### config.mk
export PLATFORM = sky130hd
export DESIGN_NAME = spi_arbiter
export DESIGN_NICKNAME = d
export VERILOG_FILES = /design/src/rtl/spi_arbiter_pkg.sv /design/src/rtl/spi_arbiter_rr_arb2.sv /design/src/rtl/spi_arbiter.sv
export SDC_FILE = /design/constraint.sdc
export NUM_CORES = 1
export LEC_CHECK = 0
export ABC_AREA = 1
export BUFFER_PORTS_ARGS = -buffer_cell sky130_fd_sc_hd__buf_2
export CORE_MARGIN = 5
export CORE_UTILIZATION = 32
export DETAILED_ROUTE_END_ITERATION = 12
export SLEW_MARGIN = 15
export SYNTH_ARGS = -nofsm -noshare
export SYNTH_HDL_FRONTEND = slang
export SYNTH_HIERARCHICAL = 1
export SYNTH_SLANG_ARGS = --single-unit
### constraint.sdc
create_clock -name clk -period 2.95 [get_ports clk]
set_input_delay 0.59 -clock clk [delete_from_list [all_inputs] [get_ports clk]]
set_output_delay 0.59 -clock clk [all_outputs]
set_load 0.05 [all_outputs]
### src/rtl/spi_arbiter_pkg.sv
// Shared types and constants for the two-port spi_if arbiter.
package spi_arbiter_pkg;

   localparam int DATAPATH_W = 8;
   localparam int NPORTS     = 2;

   typedef enum logic [1:0] {
      ST_IDLE  = 2'd0,
      ST_ISSUE = 2'd1,
      ST_WAIT  = 2'd2,
      ST_GAP   = 2'd3
   } arb_st_e;

   function automatic logic [NPORTS-1:0] port_mask(input logic idx);
      return idx ? 2'b10 : 2'b01;
   endfunction

endpackage

### src/rtl/spi_arbiter_rr_arb2.sv
// Two-way round-robin pick: a lone requester wins, a tie goes to the port that did not own last.
module rr_arb2
   import spi_arbiter_pkg::*;
(
   input  logic [NPORTS-1:0] req_in,
   input  logic              last_in,
   output logic [NPORTS-1:0] gnt_out,
   output logic              owner_out
);

   always_comb begin
      gnt_out   = '0;
      owner_out = 1'b0;
      case (req_in)
         2'b01:   owner_out = 1'b0;
         2'b10:   owner_out = 1'b1;
         2'b11:   owner_out = ~last_in;
         default: owner_out = 1'b0;
      endcase
      if (req_in != '0) gnt_out = port_mask(owner_out);
   end

endmodule

### src/rtl/spi_arbiter.sv
// Shares one spi_if master between the load/store unit (port 0) and the driver/debug path (port 1).
//
// state    | meaning
// ---------+-------------------------------------------------------------
// ST_IDLE  | no owner; grant on any request, sampling op/data/drv mode
// ST_ISSUE | owner latched; strobe for the op is registered out next edge
// ST_WAIT  | waiting for spi_ready_in; read strobe held for the whole read
// ST_GAP   | chip-select idle gap, down-counts GAP_CYC cycles, no grants
module spi_arbiter
   import spi_arbiter_pkg::*;
#(
   parameter int DATA_W  = DATAPATH_W,
   parameter int GAP_CYC = 2,
   parameter int GAP_W   = $clog2(GAP_CYC + 1)
) (
   input  logic              clk,
   input  logic              rst,
   input  logic [NPORTS-1:0] req_in,
   input  logic [NPORTS-1:0] we_in,
   input  logic [DATA_W-1:0] wdata0_in,
   input  logic [DATA_W-1:0] wdata1_in,
   input  logic              drv_io1_in,
   output logic [NPORTS-1:0] gnt_out,
   output logic [NPORTS-1:0] done_out,
   output logic [DATA_W-1:0] rdata_out,
   output logic              spi_send_out,
   output logic              spi_read_out,
   output logic [DATA_W-1:0] spi_data_out,
   output logic              spi_drv_out,
   input  logic              spi_ready_in,
   input  logic [DATA_W-1:0] spi_data_in
);

   arb_st_e             st_q, st_d;
   logic [NPORTS-1:0]   gnt_q, gnt_d;
   logic                owner_q, owner_d;
   logic                we_q, we_d;
   logic                last_q, last_d;
   logic [GAP_W-1:0]    gap_q, gap_d;
   logic [DATA_W-1:0]   rdata_q, rdata_d;
   logic                send_q, send_d;
   logic                read_q, read_d;
   logic [DATA_W-1:0]   sdata_q, sdata_d;
   logic                drv_q, drv_d;

   logic [NPORTS-1:0]   pick_gnt;
   logic                pick_owner;
   logic                done_w;

   rr_arb2 u_rr_arb2 (
      .req_in    (req_in),
      .last_in   (last_q),
      .gnt_out   (pick_gnt),
      .owner_out (pick_owner)
   );

   assign done_w = (st_q == ST_WAIT) && spi_ready_in;

   always_comb begin
      st_d    = st_q;
      gnt_d   = gnt_q;
      owner_d = owner_q;
      we_d    = we_q;
      last_d  = last_q;
      gap_d   = gap_q;
      rdata_d = rdata_q;
      send_d  = send_q;
      read_d  = read_q;
      sdata_d = sdata_q;
      drv_d   = drv_q;
      case (st_q)
         ST_IDLE: begin
            send_d = 1'b0;
            read_d = 1'b0;
            if (req_in != '0) begin
               st_d    = ST_ISSUE;
               gnt_d   = pick_gnt;
               owner_d = pick_owner;
               we_d    = we_in[pick_owner];
               sdata_d = pick_owner ? wdata1_in : wdata0_in;
               drv_d   = pick_owner & drv_io1_in;
            end
         end
         ST_ISSUE: begin
            st_d   = ST_WAIT;
            send_d = we_q;
            read_d = ~we_q;
         end
         ST_WAIT: begin
            send_d = 1'b0;
            if (spi_ready_in) begin
               st_d   = ST_GAP;
               if (!we_q) rdata_d = spi_data_in;
               last_d = owner_q;
               read_d = 1'b0;
               drv_d  = 1'b0;
               gnt_d  = '0;
               gap_d  = GAP_W'(GAP_CYC);
            end
         end
         ST_GAP: begin
            // Terminal count at 1 so the gap lasts exactly GAP_CYC cycles.
            if (gap_q <= GAP_W'(1)) begin
               st_d  = ST_IDLE;
               gap_d = '0;
            end else begin
               gap_d = gap_q - GAP_W'(1);
            end
         end
         default: st_d = ST_IDLE;
      endcase
   end

   always_ff @(posedge clk) begin
      if (rst) begin
         st_q    <= ST_IDLE;
         gnt_q   <= '0;
         owner_q <= 1'b0;
         we_q    <= 1'b0;
         last_q  <= 1'b1;
         gap_q   <= '0;
         rdata_q <= '0;
         send_q  <= 1'b0;
         read_q  <= 1'b0;
         sdata_q <= '0;
         drv_q   <= 1'b0;
      end else begin
         st_q    <= st_d;
         gnt_q   <= gnt_d;
         owner_q <= owner_d;
         we_q    <= we_d;
         last_q  <= last_d;
         gap_q   <= gap_d;
         rdata_q <= rdata_d;
         send_q  <= send_d;
         read_q  <= read_d;
         sdata_q <= sdata_d;
         drv_q   <= drv_d;
      end
   end

   // Done and read data bypass the flops so the owner sees both in the ready cycle.
   assign done_out     = done_w ? gnt_q : '0;
   assign rdata_out    = (done_w && !we_q) ? spi_data_in : rdata_q;
   assign gnt_out      = gnt_q;
   assign spi_send_out = send_q;
   assign spi_read_out = read_q;
   assign spi_data_out = sdata_q;
   assign spi_drv_out  = drv_q;

endmodule

**Word level (Yosys, flattened, before mapping)**

Cells that the tools add are included.

- Logic and storage cells: 64
- Output and inout bits: 23
- Flip-flop bits (word level): 28

- Bitwise operators: 3
- Muxes and demuxes: 22
- Eq/ne operators: 8
- Reduce and logical (&&, ||, !) cells: 17
- $lt $le $gt $ge: 2
- $add $sub $neg: 1

Operators with widths:

| operator | count |
|---|---|
| 2-bit 2-to-1 mux | 9 |
| 8-bit 2-to-1 mux | 2 |
| 3-bit AND reduction | 3 |
| 2-bit equality test (second input constant) | 4 |
| 2-bit one-hot mux with 2 select lines | 2 |
| 2-bit one-hot mux with 4 select lines | 1 |
| 2-bit AND reduction | 4 |
| 2-bit nonzero test | 4 |
| 2-bit inequality test (second input constant) | 3 |
| 1-bit one-hot mux with 2 select lines | 3 |
| 1-bit 2-to-1 mux | 4 |
| 1-bit one-hot mux with 3 select lines | 1 |
| 3-bit nonzero test | 1 |
| 2-bit by 1-bit equality test with 1-bit output (second input constant) | 1 |
| 2-bit by 1-bit less-or-equal comparator with 1-bit output (second input constant) | 1 |
| 1-bit logical AND | 2 |
| 2-bit logical NOT | 1 |
| 1-bit by 2-bit less-than comparator with 1-bit output (second input constant) | 1 |
| 1-bit NOT | 2 |
| 2-bit OR reduction | 1 |
| 2-bit by 1-bit subtractor with 2-bit output (second input constant) | 1 |
| 1-bit bitwise AND | 1 |
| 1-bit logical NOT | 1 |

**Logic depth before layout (Yosys ltp)**

Gate-level depths: netlist of the first run.

- Depth after elaboration: 5
- Gate-level depth with buffers: 10
- Gate-level depth less buffers: 9

**Modules after synthesis**

The synthesis of the first run kept the hierarchy.

Modules (own cells, without submodules):

| module | area each (µm²) | instances | cells an instance | sequential area each (µm²) |
|---|---|---|---|---|
| spi_arbiter | 1,408.9 | 1 | 207 | 560.5 |
| rr_arb2 | 25.0 | 1 | 6 | 0.0 |

**Worst setup path before layout of the first run**

OpenSTA, ideal clock, no wires.

- Path kind: register to output
- Start point: reg st_q[0]
- End point: out rdata_out[7]
- Buffers on the path: 2
- Arrival: 1.438 ns
- Slack: 0.922 ns
- Cell stages (with the launch flop): 10
- Cell sequence: dfxtp_1 > inv_1 > ha_1 > buf_6 > nand2_4 > nor2_8 > buf_12 > nand2_2 > o21ai_2 > inv_1

- Word-level cells in the longest chain between the ends: 4

Ends and longest elaborated chain:

| what | line | text |
|---|---|---|
| start, declared | spi_arbiter.sv:34 | `arb_st_e st_q, st_d;` |
| start signal, assigned | spi_arbiter.sv:128 | `st_q <= st_d;` |
| 2-bit equality test | spi_arbiter.sv:57 | `assign done_w = (st_q == ST_WAIT) && spi_ready_in;` |
| 1-bit logical AND | spi_arbiter.sv:57 |  |
| 1-bit logical AND | spi_arbiter.sv:144 | `assign rdata_out = (done_w && !we_q) ? spi_data_in : rdata_q;` |
| 8-bit 2-to-1 mux | spi_arbiter.sv:144 |  |
| end, declared | spi_arbiter.sv:25 | `output logic [DATA_W-1:0] rdata_out,` |

Every way passes these cells.

**Worst setup path after layout of the first run**

- Start point: reg st_q[0]
- End point: out rdata_out[6]

Same word-level chain as after synthesis.

==> results of run 1 <==
-- area by class of cell --
cell class	instances	area [um2]
clock buffers	3	41.29
fillers	468	2579
inverters	33	123.9
multi-input cells	146	699.4
flip-flops and latches	28	560.5
well taps	52	65.06
repair buffers	56	285.3
-- power groups by stage --
| stage | clock network, mW | logic (mW) | registers, mW |
|---|---|---|---|
| after floorplan | 0 | 0.601 | 0.795 |
| after global placement | 0 | 1.02 | 0.577 |
| after detailed placement | 0 | 1.02 | 0.574 |
| after CTS | 0.215 | 1.03 | 0.568 |
| after global routing | 0.231 | 1.11 | 0.584 |
| final | 0.205 | 1.02 | 0.567 |
-- cells by family after synthesis --
kind of cell    count (synthesis)  synth area share, %
flops                          28                39.09
buf+inv                        39                12.13
compound gates                 29                12.22
simple gates                  113                33.07
fa+ha+maj                       4                3.491
-- registers in the layout (all words and copies together), names as in the netlist --
| name | count |
|---|---|
| last_q | 1 |
| spi_data_out | 8 |
| we_q | 1 |
| spi_send_out | 1 |
| rdata_q | 8 |
| spi_drv_out | 1 |
| spi_read_out | 1 |
| st_q | 2 |
| gap_q | 2 |
| owner_q | 1 |
| gnt_out | 2 |
-- worst paths after layout --
| kind | startpoint | slack [ns] | end | depth (start not counted) |
|---|---|---|---|---|
| worst min-delay path | spi_read_out | 0.47 | spi_read_out | 2 |
| worst max-delay path | st_q[0] | 0.45 | rdata_out[6] | 8 |
| worst max register to register | st_q[0] | 1.40 | rdata_q[6] | 7 |
| worst min register to register | spi_read_out | 0.47 | spi_read_out | 2 |
-- worst reg2reg max path: stages, from the launching register on --
cell	delay, ns
dfxtp_1	0.34
inv_1	0.08
ha_1	0.36
nand2_4	0.14
nor2_8	0.28
nand2_1	0.12
o21ai_2	0.08
nor2_1	0.05
-- per-stage QoR --
step	total power, mW	hold WS (ns)	setup slack [ns]	instances	cell area (um2)
floorplan	1.396	0.4454	0.9224	213	1434
global placement	1.601	0.4549	0.7805	315	1734
CTS	1.810	0.4720	0.4211	318	1775
detailed placement	1.599	0.4590	0.7377	315	1734
finish	1.788	0.4656	0.4468	318	1775
global route	1.927	0.5087	0.2372	318	1775
-- routing by layer --
| metal | track usage [%] | vias to the layer above | wire [um] |
|---|---|---|---|
| li1 | - | 747 | - |
| met1 | 14.58 | 568 | 1526 |
| met2 | 17.06 | 31 | 1388 |
| met3 | 2.225 | 4 | 163 |
| met4 | 4.196 | 0 | 53 |
| met5 | 0 | - | 0 |
-- cell usage in the layout, fill, tap and decap left out --
cell      count
a21oi_1       9
inv_1        30
nand2_4       2
buf_4         2
nor2_8        1
dfxtp_1      28
nand3_1       6
nand2_2       2
clkinv_1      2
o21ai_0      12
nand2_1      58
inv_2         1
nand3b_1      1
buf_2        54
nor2_2        1
o21ai_2       8
clkbuf_8      3
nor2_1       42
ha_1          4
==> impl_metrics.env, run 1 <==
export IMPL_run_status="complete, no violations"
export IMPL_drc=0
export IMPL_drive_gt1_share_pct=27.82
export IMPL_dieArea_um2=5920
export IMPL_wl_per_cell_um=9.846
export IMPL_crit_type="reg2out"
export IMPL_ys_seq_area_share_pct=39.09
export IMPL_cp_end_kind="primary output"
export IMPL_ctsLongestPathBuffers=2
export IMPL_fmax_ghz=0.3995
export IMPL_path_max_fanout=16
export IMPL_io_buffer_count=54
export IMPL_leakage_nw=1.026
export IMPL_yosys_top_cells_area="dfxtp_1 39%, nand2_1 15%, nor2_1 11%"
export IMPL_cts_tree="built"
export IMPL_start_kind="flop"
export IMPL_viasPerCell=4.245
export IMPL_synth_top_area_share_pct=39.09
export IMPL_worstHoldPathType="reg2reg"
export IMPL_drv_slew=0
export IMPL_drtIter0Drc=70
export IMPL_die_h_um=76.94
export IMPL_clkLatencyLatePin_ns=0.27
export IMPL_clock_skew_ns=0.002676
export IMPL_power_frac_seq_pct=31.7
export IMPL_synth_edff_count=0
export IMPL_synth_most_common_cell="nand2_1"
export IMPL_syn_area_per_cell_um2=6.732
export IMPL_async_reset_ff_share_pct=0
export IMPL_syn_nets=249
export IMPL_peakVddDrop_uv=380.0
export IMPL_rows=24
export IMPL_yosys_warnings=6
export IMPL_p_per_area_nw_per_um2=1007
export IMPL_dieWidth_um=76.94
export IMPL_worstPathCellList="inv_1, ha_1, nand2_4, nor2_8, nand2_1, o21ai_2, inv_1, buf_2"
export IMPL_cpPeakStageDelay_ns=0.36
export IMPL_yosysTopAreaCell="dfxtp_1"
export IMPL_vias=1350
export IMPL_grt_pass1_wl_um=5457
export IMPL_intPower_uw=855.6
export IMPL_core_region_area_um2=4354
export IMPL_cts_hold_fix_buffers=0
export IMPL_drtAntennaViolNets=0
export IMPL_pwr_share_clk_pct=11.5
export IMPL_cts_resized=0
export IMPL_hold_viol=0
export IMPL_relSlewSlack_pct=71.55
export IMPL_cts_setup_buffers=0
export IMPL_grt_max_degree=17
export IMPL_synthDistinctLibCells=21
export IMPL_numCtsBuffers=3
export IMPL_synthCells=213
export IMPL_postLayoutCoreUtil_pct=40.78
export IMPL_required_ns=2.36
export IMPL_finalCritPeriodShare_pct=84.85
export IMPL_crit_slowest_cell="ha_1"
export IMPL_grt_overflow=0
export IMPL_gp_congestion=0.8008
export IMPL_syn_cell_area_um2=1434
export IMPL_crit_top_cell="inv_1"
export IMPL_cts_sinks=28
export IMPL_htree_num_levels=1
export IMPL_ys_flop_type="dfxtp_1"
export IMPL_drv_cap=0
export IMPL_critPathTopFamily="simple AND/OR/NAND/NOR gates"
export IMPL_p_sw_uw=932.2
export IMPL_p_sw_share_pct=52.14
export IMPL_syn_to_final_growth_pct=23.82
export IMPL_io_pins=55
export IMPL_tns_ns=0
export IMPL_grt_pass1_vias=1258
export IMPL_combPwrFrac_pct=56.8
export IMPL_worst_pin_slew_ns=0.4263
export IMPL_crit_arrival_ns=1.91
export IMPL_antenna_cells=0
export IMPL_cp_num_buf_inv=3
export IMPL_dr_pass1_iters=4
export IMPL_cts_root_buffer="clkbuf_8"
export IMPL_nets=304
export IMPL_antenna_found_initial=0
export IMPL_grt_util_all_layers_pct=10.89
export IMPL_path_clk_slew_ns=0.09
export IMPL_start_util_pct=32.93
export IMPL_setup_violations=0
export IMPL_min_period_ns=2.503
export IMPL_ys_ff_latch=28
export IMPL_rsz0062_at_grt="no"
export IMPL_dpl_hpwl_um=2419
export IMPL_synth_common_cells="58 x nand2_1, 42 x nor2_1, 30 x inv_1, 28 x dfxtp_1, 12 x o21ai_0"
export IMPL_routed_wl_um=3131
Power figures use the tool's default switching activity.
==> inputs of run 2 (changes only) <==
Settings changed: ABC_AREA 1 to 0.
Clock period 2.95 ns to 2.48 ns, I/O delays scaled along.
==> run 2 against run 1 <==
  * Global-route usage decreased by 0.15 points
  * Sequential share of layout area grew 1.5 points
  * Combinational power decreased by 21%
  * Synthesized cell count fell by 38%
==> impl_metrics.env, run 2 <==
export IMPL_worst_pin_slew_ns=0.5882
export IMPL_antenna_cells=0
export IMPL_htree_num_levels=1
export IMPL_finalCritPeriodShare_pct=90.38
export IMPL_cts_root_buffer="clkbuf_8"
export IMPL_met3_usage_pct=2.838
export IMPL_setup_violations=0
export IMPL_yosys_warnings=6
export IMPL_synthCells=132
export IMPL_wl_per_cell_um=12.43
export IMPL_dieWidth_um=74.14
export IMPL_start_util_pct=32.91
export IMPL_cts_sinks=28
export IMPL_yosysTopAreaCell="dfxtp_1"
export IMPL_grt_max_degree=32
export IMPL_syn_to_final_growth_pct=28.71
export IMPL_synth_edff_count=0
export IMPL_worst_r2r_cell_count=6
export IMPL_busiest_layer="met2"
export IMPL_cpPeakStageDelay_ns=0.37
export IMPL_core_region_area_um2=4000
export IMPL_clock_skew_ns=0.003620
export IMPL_required_ns=1.98
export IMPL_pwr_share_clk_pct=20.3
export IMPL_crit_arrival_ns=1.75
export IMPL_cts_hold_fix_buffers=0
export IMPL_use_met2_pct=16.73
export IMPL_synth_common_cells="28 x dfxtp_1, 12 x nor2_1, 11 x mux2i_1, 9 x a211oi_1, 9 x nor2b_1"
export IMPL_worstHoldPathType="reg2reg"
export IMPL_relSlewSlack_pct=60.79
export IMPL_nets=221
export IMPL_syn_area_per_cell_um2=9.972
export IMPL_async_reset_ff_share_pct=0
export IMPL_path_clk_slew_ns=0.09
export IMPL_drv_cap=0
export IMPL_mostFrequentLayoutCell="buf_2"
export IMPL_cp_endpoint="rdata_out[4]"
export IMPL_grt_overflow=0
export IMPL_cts_tree="built"
export IMPL_routed_wl_um=2908
export IMPL_grt_use_met1_pct=13.89
export IMPL_run_status="complete, no violations"
export IMPL_antenna_found_initial=0
export IMPL_dpl_hpwl_um=2193
export IMPL_crit_slowest_cell="dfxtp_1"
export IMPL_rsz0062_at_grt="no"
export IMPL_p_sw_uw=758.3
export IMPL_syn_cell_area_um2=1316
export IMPL_worstPathCellList="inv_1, ha_1, nand3b_2, mux2_2, buf_2"
export IMPL_cp_depth=5
export IMPL_clkLatencyLatePin_ns=0.28
export IMPL_final_cell_mix="54 x buf_2, 28 x dfxtp_1, 12 x nor2_1"
export IMPL_intPower_mw=1.021
export IMPL_syn_nets=168
export IMPL_cp_startpoint="st_q[0]"
export IMPL_dp_slack_ns=0.5112
export IMPL_hold_viol=0
export IMPL_ctsLongestPathBuffers=2
export IMPL_die_h_um=74.14
export IMPL_yosys_top_cells_area="dfxtp_1 43%, mux2i_1 8.4%, mux2_2 6.8%"
export IMPL_drc=0
export IMPL_drtIter0Drc=39
export IMPL_rrSetupSlack_ns=0.76
export IMPL_drtAntennaViolNets=0
export IMPL_critPathTopFamily="flip-flops"
export IMPL_hold_slack_ns=0.4821
export IMPL_synthDistinctLibCells=33
export IMPL_io_buffer_count=54
export IMPL_grt_pass1_vias=1069
export IMPL_cts_resized=0
export IMPL_fmax_ghz=0.4462
export IMPL_grt_util_all_layers_pct=10.73
export IMPL_rows=23
export IMPL_dr_pass1_iters=4
export IMPL_combPwrFrac_pct=45.1
export IMPL_peakVddDrop_uv=531.4
export IMPL_ys_flop_type="dfxtp_1"
export IMPL_drv_slew=0
export IMPL_path_max_fanout=8
export IMPL_fin_ws_ns=0.2386
export IMPL_reg2reg_to="st_q[0]"
export IMPL_p_sw_share_pct=42.62
export IMPL_drive_gt1_share_pct=40.22
export IMPL_leakage_nw=0.7873
export IMPL_crit_type="reg2out"
export IMPL_power_frac_seq_pct=34.6
export IMPL_cp_num_buf_inv=2
export IMPL_cp_end_kind="primary output"
export IMPL_vias=1102
export IMPL_io_pins=55
export IMPL_r2r_start="st_q[0]"
export IMPL_ys_ff_latch=28
export IMPL_fillers=395
export IMPL_start_kind="flop"
export IMPL_p_per_area_nw_per_um2=1050
export IMPL_p_total_mw=1.779
export IMPL_tns_ns=0
export IMPL_numCtsBuffers=3
export IMPL_dieArea_um2=5496
export IMPL_ys_seq_area_share_pct=42.59
export IMPL_synth_top_area_share_pct=42.59
export IMPL_cts_setup_buffers=0
export IMPL_viasPerCell=4.709
export IMPL_min_period_ns=2.241
export IMPL_synth_most_common_cell="dfxtp_1"
export IMPL_gp_congestion=0.7231
export IMPL_grt_pass1_wl_um=4643
## run 2: metal layers
| metal | share of wire (%) | wire, um |
|---|---|---|
| met2 | 45 | 1310 |
| met5 | 0 | 0 |
| met3 | 7.7 | 224 |
| met1 | 45 | 1320 |
| met4 | 1.8 | 53 |
## run 2: kinds of logic after synthesis
logic type                 share of synthesized area, %
AOI/OAI and AO/OA                                 15.40
and+or+nand+nor                                   19.01
muxes                                             15.21
adders and majority gates                         3.802
buffers and inverters                             3.992
DFF                                               42.59
## run 2: how the worst min path moves through the flow
stage	slack [ns]	end	cells after the start	start
after floorplan	0.45	gap_q[0]	2	gap_q[0]
after global placement	0.46	spi_read_out	2	spi_read_out
after detailed placement	0.47	spi_read_out	2	spi_read_out
after CTS	0.49	spi_read_out	2	spi_read_out
after global routing	0.52	spi_read_out	2	spi_read_out
final	0.48	spi_read_out	2	spi_read_out
## run 2: tightest hold or removal path, cell delays in order (launching register included)
cell,delay (ns)
dfxtp_1,0.32
o21ai_0,0.07
a21oi_1,0.06
## run 2: per-stage QoR
step           instances  instance area, um2  utilization [%]
2_1_floorplan        132                1316                -
3_3_place_gp         230                1623            40.57
3_5_place_dp         230                1623            40.57
4_1_cts              234                1694            42.35
5_1_grt              234                1694            42.35
6_report             234                1694            42.35
## run 2: area by class of cell
class	count	area, um2	area share [%]
clock buffer	3	41.29	2.437
clock inverter	1	30.03	1.773
sequential	28	560.5	33.09
inverter	3	11.26	0.6647
multi-input combinational	93	703.2	41.51
tap	50	62.56	3.693
timing repair buffer	56	285.3	16.84
## run 2: power groups by stage
stage	clock, mW	combinational [mW]	sequential, mW
finish	0.361	0.803	0.616
global route	0.388	0.867	0.633
CTS	0.373	0.811	0.616
detailed placement	0	0.810	0.626
global placement	0	0.811	0.626
floorplan	0	0.407	0.861
==> inputs of run 3 (changes only) <==
Settings changed: BUFFER_PORTS_ARGS -buffer_cell sky130_fd_sc_hd__buf_2 to not set, DONT_BUFFER_PORTS set to 1.
==> run 3 against run 2 <==
  * Worst hold slack lost 0.21 ns
  * Clock power about the same
  * Power shrank 4.6%
  * Via count shrank 10%
  * Setup slack improved by 0.078 ns
  * Core utilization is 6.4 points lower
  * Critical path type unchanged
  * Largest cell class unchanged
  * Largest power group is now sequential cells
==> impl_metrics.env, run 3 (synthesis results as in run 2) <==
export IMPL_drive_gt1_share_pct=16.67
export IMPL_antenna_found_initial=0
export IMPL_fin_ws_ns=0.3164
export IMPL_clock_skew_ns=0.003467
export IMPL_start_util_pct=32.91
export IMPL_htree_num_levels=1
export IMPL_min_delay_start="rst"
export IMPL_fmax_ghz=0.4622
export IMPL_finalCritPeriodShare_pct=87.24
export IMPL_syn_to_final_growth_pct=9.316
export IMPL_rsz0062_at_grt="no"
export IMPL_relSlewSlack_pct=59.60
export IMPL_drc=0
export IMPL_rrSetupSlack_ns=0.72
export IMPL_start_kind="flop"
export IMPL_setup_violations=0
export IMPL_cts_sinks=28
export IMPL_required_ns=1.98
export IMPL_mostFrequentLayoutCell="dfxtp_1"
export IMPL_die_h_um=74.14
export IMPL_crit_type="reg2out"
export IMPL_io_pins=55
export IMPL_path_clk_slew_ns=0.09
export IMPL_grt_pass1_vias=933
export IMPL_crit_slowest_cell="mux2_2"
export IMPL_top_layer_used="met4"
export IMPL_worstPathCellList="inv_1, ha_1, nand3b_2, mux2_2"
export IMPL_cp_num_buf_inv=1
export IMPL_worst_r2r_cell_count=6
export IMPL_wl_per_cell_um=15.54
export IMPL_wl_met3_um=267
export IMPL_drtAntennaViolNets=0
export IMPL_met2_length_um=1364
export IMPL_viasPerCell=5.429
export IMPL_run_status="complete, no violations"
export IMPL_cts_root_buffer="clkbuf_8"
export IMPL_hold_viol=0
export IMPL_dieWidth_um=74.14
export IMPL_critPathTopFamily="multiplexers"
export IMPL_rows=23
export IMPL_cts_setup_buffers=0
export IMPL_cp_startpoint="st_q[0]"
export IMPL_wl_met1_um=1182
export IMPL_cpPeakStageDelay_ns=0.50
export IMPL_regArea_um2=560.5
export IMPL_vias=988
export IMPL_cts_hold_fix_buffers=0
export IMPL_reg2reg_to="st_q[1]"
export IMPL_multi_input_area_um2=703.2
export IMPL_hold_slack_ns=0.2756
export IMPL_drv_cap=0
export IMPL_tns_ns=0
export IMPL_crit_arrival_ns=1.67
export IMPL_routed_wl_um=2829
export IMPL_cts_tree="built"
export IMPL_min_path_cells=1
export IMPL_p_per_area_nw_per_um2=1180
export IMPL_core_region_area_um2=4000
export IMPL_peakVddDrop_uv=505.8
export IMPL_grt_overflow=0
export IMPL_hold_end="spi_read_out"
export IMPL_worstHoldPathType="in2reg"
export IMPL_drtIter0Drc=47
export IMPL_r2r_start="st_q[0]"
export IMPL_worst_pin_slew_ns=0.6060
export IMPL_grt_max_degree=32
export IMPL_grt_util_all_layers_pct=10.40
export IMPL_numCtsBuffers=3
export IMPL_drv_slew=0
export IMPL_dieArea_um2=5496
export IMPL_io_buffer_count=0
export IMPL_dpl_hpwl_um=2167
export IMPL_final_cell_mix="28 x dfxtp_1, 12 x nor2_1, 11 x mux2i_1"
export IMPL_dp_slack_ns=0.6276
export IMPL_cp_end_kind="primary output"
export IMPL_min_period_ns=2.164
export IMPL_nets=169
export IMPL_ctsLongestPathBuffers=2
export IMPL_grt_pass1_wl_um=4436
export IMPL_leakage_nw=0.5554
export IMPL_cts_resized=0
export IMPL_gp_congestion=0.7503
export IMPL_antenna_cells=0
export IMPL_path_max_fanout=8
export IMPL_dr_pass1_iters=4
export IMPL_fillers=404
export IMPL_clkLatencyLatePin_ns=0.27
[run 3: cell types whose count changed in the layout (fill, tap and decap cells not counted)]
cell / delta
buf_4: +2
buf_2: -54
[run 3: layer usage]
layer  track usage, %  up-vias
met4            2.213        0
met1            12.51      467
met2            17.22       45
li1                 -      474
met3            4.595        2
met5                0        -
[run 3: worst max path at each step]
stage	to	slack [ns]	cells past startpoint
floorplan	rdata_out[0]	0.69	3
global placement	rdata_out[2]	0.68	4
detailed placement	rdata_out[6]	0.63	4
CTS	rdata_out[0]	0.31	4
global route	rdata_out[0]	0.23	4
finish	rdata_out[4]	0.32	4
[run 3: where the power goes]
group	total [mW]	internal (mW)	switching (mW)	leakage, nW
sequential	0.838	0.558	0.281	0.229
combinational	0.501	0.187	0.314	0.290
clock	0.358	0.216	0.142	0.0357
total	1.70	0.961	0.737	0.555
[run 3: worst register-to-register path, stage by stage, from the launching register on]
cell     delay [ns]
dfxtp_1        0.38
inv_1          0.09
ha_1           0.23
buf_4          0.18
nor2b_2        0.19
or4_1          0.51
o31ai_1        0.09
[run 3: stage by stage]
stage                     instances  power [mW]  cell area [um2]  utilization [%]
after floorplan                 132       1.268             1316                -
after global placement          178       1.332             1368            34.19
after detailed placement        178       1.353             1368            34.19
after CTS                       182       1.716             1439            35.97
after global routing            182       1.798             1439            35.97
final                           182       1.697             1439            35.97
[run 3: final cells by class]
type	count	share of cell area, %
multi-input cells	93	48.87
well taps	50	4.348
clock inverters	1	2.087
inverters	3	0.7826
flip-flops and latches	28	38.96
repair buffers	4	2.087
clock buffers	3	2.870
